--- src/rtl/r4sdf_input_buffer.sv ---
// Input buffer for a radix-4 SDF stage. The first three quarters of each
// N-point frame go into three delay banks. During the fourth quarter the
// block emits the stride-N/4 operand set {a, b, c, d} together with the
// twiddle exponents k, 2k and 3k, one clock after each input sample.
module r4sdf_input_buffer #(
    parameter int N    = 64,
    parameter int DW   = 32,
    parameter int LOGN = $clog2(N)
) (
    input  logic                   clk,
    input  logic                   rst_n,
    input  logic                   flush,
    input  logic                   in_valid,
    input  logic signed [DW-1:0]   in_r,
    input  logic signed [DW-1:0]   in_i,
    output logic                   out_valid,
    output logic signed [DW-1:0]   ar,
    output logic signed [DW-1:0]   ai,
    output logic signed [DW-1:0]   br,
    output logic signed [DW-1:0]   bi,
    output logic signed [DW-1:0]   cr,
    output logic signed [DW-1:0]   ci,
    output logic signed [DW-1:0]   dr,
    output logic signed [DW-1:0]   di,
    output logic [LOGN-1:0]        e0,
    output logic [LOGN-1:0]        e1,
    output logic [LOGN-1:0]        e2,
    output logic                   out_first,
    output logic                   out_last
);

    localparam int Q  = N / 4;
    localparam int KW = LOGN - 2;

    logic [LOGN-1:0] cnt_q, cnt_d;
    logic [LOGN-1:0] idx;
    logic [1:0]      quarter;
    logic [KW-1:0]   k;
    logic [2*DW-1:0] sample;
    logic [2*DW-1:0] rd_data [3];
    logic            fire;

    logic            out_valid_q, out_valid_d;
    logic [2*DW-1:0] a_q, a_d, b_q, b_d, c_q, c_d, d_q, d_d;
    logic [LOGN-1:0] e0_q, e0_d, e1_q, e1_d, e2_q, e2_d;
    logic            first_q, first_d, last_q, last_d;

    // A flush makes the current sample position 0 of a fresh frame.
    assign idx     = flush ? '0 : cnt_q;
    assign quarter = idx[LOGN-1:LOGN-2];
    assign k       = idx[KW-1:0];
    assign sample  = {in_r, in_i};
    assign fire    = in_valid && (quarter == 2'd3);

    // Sample position counter: advances per accepted sample, wraps per frame.
    always_comb begin
        cnt_d = cnt_q;
        if (flush) begin
            cnt_d = '0;
        end
        if (in_valid) begin
            cnt_d = idx + 1'b1;
        end
    end

    // Counter register.
    always_ff @(posedge clk or negedge rst_n) begin
        if (!rst_n) begin
            cnt_q <= '0;
        end else begin
            cnt_q <= cnt_d;
        end
    end

    // Three quarter-frame delay banks; bank gi holds quarter gi of the frame.
    // Reads use k of the fourth quarter, when none of the banks is written.
    for (genvar gi = 0; gi < 3; gi++) begin : g_bank
        logic [2*DW-1:0] mem [Q];

        // Bank write during its own quarter.
        always_ff @(posedge clk) begin
            if (in_valid && (quarter == 2'(gi))) begin
                mem[k] <= sample;
            end
        end

        assign rd_data[gi] = mem[k];
    end

    // Next operand set: load on fourth-quarter samples, otherwise hold.
    always_comb begin
        out_valid_d = fire;
        a_d         = a_q;
        b_d         = b_q;
        c_d         = c_q;
        d_d         = d_q;
        e0_d        = e0_q;
        e1_d        = e1_q;
        e2_d        = e2_q;
        first_d     = first_q;
        last_d      = last_q;
        if (fire) begin
            a_d     = rd_data[0];
            b_d     = rd_data[1];
            c_d     = rd_data[2];
            d_d     = sample;
            e0_d    = {2'b00, k};
            e1_d    = {1'b0, k, 1'b0};
            e2_d    = {2'b00, k} + {1'b0, k, 1'b0};
            first_d = (k == '0);
            last_d  = (k == {KW{1'b1}});
        end
    end

    // Output registers; cleared immediately by reset.
    always_ff @(posedge clk or negedge rst_n) begin
        if (!rst_n) begin
            out_valid_q <= 1'b0;
            a_q         <= '0;
            b_q         <= '0;
            c_q         <= '0;
            d_q         <= '0;
            e0_q        <= '0;
            e1_q        <= '0;
            e2_q        <= '0;
            first_q     <= 1'b0;
            last_q      <= 1'b0;
        end else begin
            out_valid_q <= out_valid_d;
            a_q         <= a_d;
            b_q         <= b_d;
            c_q         <= c_d;
            d_q         <= d_d;
            e0_q        <= e0_d;
            e1_q        <= e1_d;
            e2_q        <= e2_d;
            first_q     <= first_d;
            last_q      <= last_d;
        end
    end

    assign out_valid = out_valid_q;
    assign ar        = a_q[2*DW-1:DW];
    assign ai        = a_q[DW-1:0];
    assign br        = b_q[2*DW-1:DW];
    assign bi        = b_q[DW-1:0];
    assign cr        = c_q[2*DW-1:DW];
    assign ci        = c_q[DW-1:0];
    assign dr        = d_q[2*DW-1:DW];
    assign di        = d_q[DW-1:0];
    assign e0        = e0_q;
    assign e1        = e1_q;
    assign e2        = e2_q;
    assign out_first = first_q;
    assign out_last  = last_q;

endmodule

--- config.mk ---
export PLATFORM = sky130hd
export DESIGN_NAME = r4sdf_input_buffer
export DESIGN_NICKNAME = d
export VERILOG_FILES = /design/src/rtl/r4sdf_input_buffer.sv
export SDC_FILE = /design/constraint.sdc
export NUM_CORES = 2
export LEC_CHECK = 0
export BUFFER_PORTS_ARGS = -buffer_cell sky130_fd_sc_hd__buf_2
export CAP_MARGIN = 30
export CORE_MARGIN = 4
export CORE_UTILIZATION = 30
export DETAILED_ROUTE_END_ITERATION = 12
export REMOVE_ABC_BUFFERS = 1
export SYNTH_ARGS = -nofsm -noshare
export SYNTH_HDL_FRONTEND = slang
export SYNTH_SLANG_ARGS = --single-unit
--- constraint.sdc ---
create_clock -name clk -period 9.4 [get_ports clk]
set_input_delay 2.35 -clock clk [delete_from_list [all_inputs] [get_ports clk]]
set_output_delay 2.35 -clock clk [all_outputs]
set_load 0.01 [all_outputs]
==> results.ini <==
[clock_tree]
post-cts-setup-buffers = 0
cts_tree = yes
clk_pin_slew_ns = 0.05
clockRootBuffer = clkbuf_16
clock_latency_ns = 0.95
cts_max_level = 5
clk_path_buf_depth = 4
ctsResizeCount = 0
cts_buffers = 347
hold_buffers = 0
numClockSinks = 3346

[pwr]
ir_drop_uv = 138
combPwrFrac = 0.066
power_frac_seq = 0.508
power_density_nw_per_um2 = 220
p_sw_frac = 0.224
p_int_mw = 25.0
p_leak_nw = 48.0
pwr-share-clk = 0.426
p_switching_mw = 7.21

[job]
drv_cap = 0

[place]
io_buffers = 340
dp_hpwl_um = 206000
place.gp.congestion = 0.752
dp_slack_ns = 2.98

[synth]
synth_seq_cells = 3346
synth_area_per_cell_um2 = 19.5
synth-main-ff-cell = edfxtp_1
seq_area_frac_synth = 0.788
synthCells = 6444
ys_types = 47
synth_edf_count = 3072
async_flop_share = 0.0819
synth.cell_area_um2 = 126000
yosysWarnings = 0

[die]
core_area_um2 = 417000
io_pins = 345
die-area_um2 = 429000
rows = 237
start_util = 0.301
die_h_um = 655
die_x_um = 655

[critical_path]
end_kind = flop
cp_data_arrival_time_ns = 6.01
crit_buf_inv = 3
crit_path_start_kind = primary input
crit_path_cell_trace = buf_2 -> and2b_1 -> inv_8 -> ha_1 -> nand3_1 -> nor2_4 -> buf_4
r2r_end = c_q[63]
critPathSlowestCell = nor2_4
r2r_start = cnt_q[0]
r2r_setup_slack_ns = 4.46
cp_max_fo = 97
reg2reg_depth = 6
criticalPathCategory = in -> reg
path_delay_family = buffers and inverters
cp.required_ns = 9.93
slowest_delay_ns = 0.81

[route]
post_drt_wl_per_cell_um = 30.2
first_pass_iters = 6
first_iter_violations = 7340
drtAntennaViolNets = 0
drc = 0
wirelength_um = 382000
vias_per_cell = 5.37
vias = 68000

[global_routing]
grt_util_all_layers = 0.173
grt_pass1_vias = 68400
grt_max_degree = 153
grt_overflow = 0
antenna_found_initial = 23
grt_pass1_wl_um = 534000

[layout]
drive_gt1_frac = 0.207
nNetsFinal = 6932
area_delta_synth_final_pct = 16.2

[timing]
timing.final.ws_setup_ns = 3.91
worst_slew_pin_slew_ns = 1.14
rsz0062_at_grt = no
setup_viol = 0
max_freq_mhz = 182
finalCriticalPeriod_ns = 5.49
fin_worst_skew_ns = 0.0540
maxSlewViolCount = 0
relSlewSlack = 0.242
hold_violations = 0
fin_crit_sh = 0.584
tns_ns = 0

[min_path]
worstHoldStart = d_q[36]
hold-path-endpoint = d_q[36]
hold_depth = 2
hold_path.class = reg -> reg

[status]
status = completed

## cells in the mapped netlist (all sizes together) (2+ instances only)
master      n  area share
nor2       52      0.0016
nand3       8     0.00042
mux2      193       0.017
xor2        2     0.00014
a221oi    192       0.013
clkbuf    234      0.0070
nand3b      3     0.00018
inv         4     0.00012
or3b        2     0.00014
nand2     210      0.0063
nor4        4     0.00032
nand2b      2     0.00010
mux2i     578       0.046
a21oi       2    0.000080
o211ai    192       0.012
edfxtp   3072        0.73
a22oi     192       0.011
xnor2       6     0.00042
buf       224      0.0087
o22a      192       0.013
ha          3     0.00030
nor2b       2     0.00010
mux4      192       0.034
o2bb2ai   192       0.013
o221ai    192       0.013
dfrtp     274       0.055
and2        7     0.00035
o21ai      12     0.00048
o22ai     192      0.0096
nor3        5     0.00020
## flip-flops by register name, summed over array words and instances (netlist names)
register	flops
a_q	64
b_q	64
c_q	64
cnt_q	6
d_q	64
e1	3
e2	6
g_bank.mem	3072
out_first	1
out_last	1
out_valid	1
## power groups by stage
| stage | clock [mW] | sequential (mW) | combinational [mW] |
|---|---|---|---|
| after global routing | 14.6 | 16.4 | 2.25 |
| after CTS | 14.0 | 16.4 | 2.12 |
| final | 13.7 | 16.4 | 2.12 |
| after floorplan | 0 | 16.9 | 3.35 |
| after detailed placement | 0 | 16.7 | 2.12 |
| after global placement | 0 | 16.7 | 2.09 |
## metrics by stage
| stage | hold WS, ns | utilization | instances | instance area [µm²] | power, mW |
|---|---|---|---|---|---|
| 6_report | 0.469 | 0.350 | 12700 | 146000 | 32.2 |
| 5_1_grt | 0.493 | 0.350 | 12700 | 146000 | 33.2 |
| 4_1_cts | 0.474 | 0.350 | 12600 | 146000 | 32.4 |
| 3_5_place_dp | 0.458 | 0.322 | 12000 | 134000 | 18.8 |
| 3_3_place_gp | 0.454 | 0.322 | 12000 | 134000 | 18.8 |
| 2_1_floorplan | 0.514 | - | 5989 | 124000 | 20.3 |
## how the worst max path moves through the flow
stage | cells after the start | to | start
3_3_place_gp | 7 | g_bank[2].mem[14][60] | flush
2_1_floorplan | 1 | g_bank[0].mem[4][0] | cnt_q[0]
5_1_grt | 7 | g_bank[2].mem[14][36] | flush
3_5_place_dp | 7 | g_bank[2].mem[14][60] | flush
6_report | 7 | g_bank[2].mem[14][51] | flush
4_1_cts | 7 | g_bank[2].mem[14][22] | flush
## layout make-up
cell class | instances | area (µm²)
Antenna cell | 12 | 30.0
Multi-Input combinational cell | 2639 | 25000
Inverter | 4 | 25.0
Sequential cell | 3346 | 99100
Fill cell | 38600 | 271000
Clock buffer | 487 | 9670
Clock inverter | 155 | 1660
Timing Repair Buffer | 523 | 3700
Tap cell | 5497 | 6880
## cell families after synthesis
logic type      count (synthesis)  synth area share
flops                        3346             0.788
compound gates               1360            0.0871
mux                           963            0.0977
buf+inv                       462            0.0158
simple gates                  301            0.0100
xor+xnor                        8          0.000557
fa+ha+maj                       3          0.000299
other cells                     1         0.0000298
## per-layer routing
layer / share of wire / GRT usage / up-vias
met3: 0.080 / 0.0344 / 545
met1: 0.40 / 0.230 / 36700
met4: 0.033 / 0.0548 / 12
met5: 0.00019 / 0 / -
li1: - / - / 27800
met2: 0.48 / 0.285 / 3004
## tightest hold or removal path: cells and delay by family (launching register included)
| family | cells | cell delay (ns) |
|---|---|---|
| simple gates | 2 | 0.10 |
| flops | 1 | 0.34 |
## layout by cell type (no fill, tap or decap), types with 35 or more instances in the layout
master and n:
o2bb2ai_1 192, o221ai_1 192, o22a_1 192, clkinv_2 35, dfrtp_1 272, nand2_1 210
clkbuf_8 40, edfxtp_1 3072, mux2i_1 578, buf_4 142, buf_2 339, mux2_2 193
clkinv_1 48, nor2_4 38, clkbuf_16 350, o211ai_1 182, o22ai_1 192, a221oi_1 192
mux4_2 192, clkbuf_1 97, a22oi_1 192
Power figures use the tool's default switching activity.
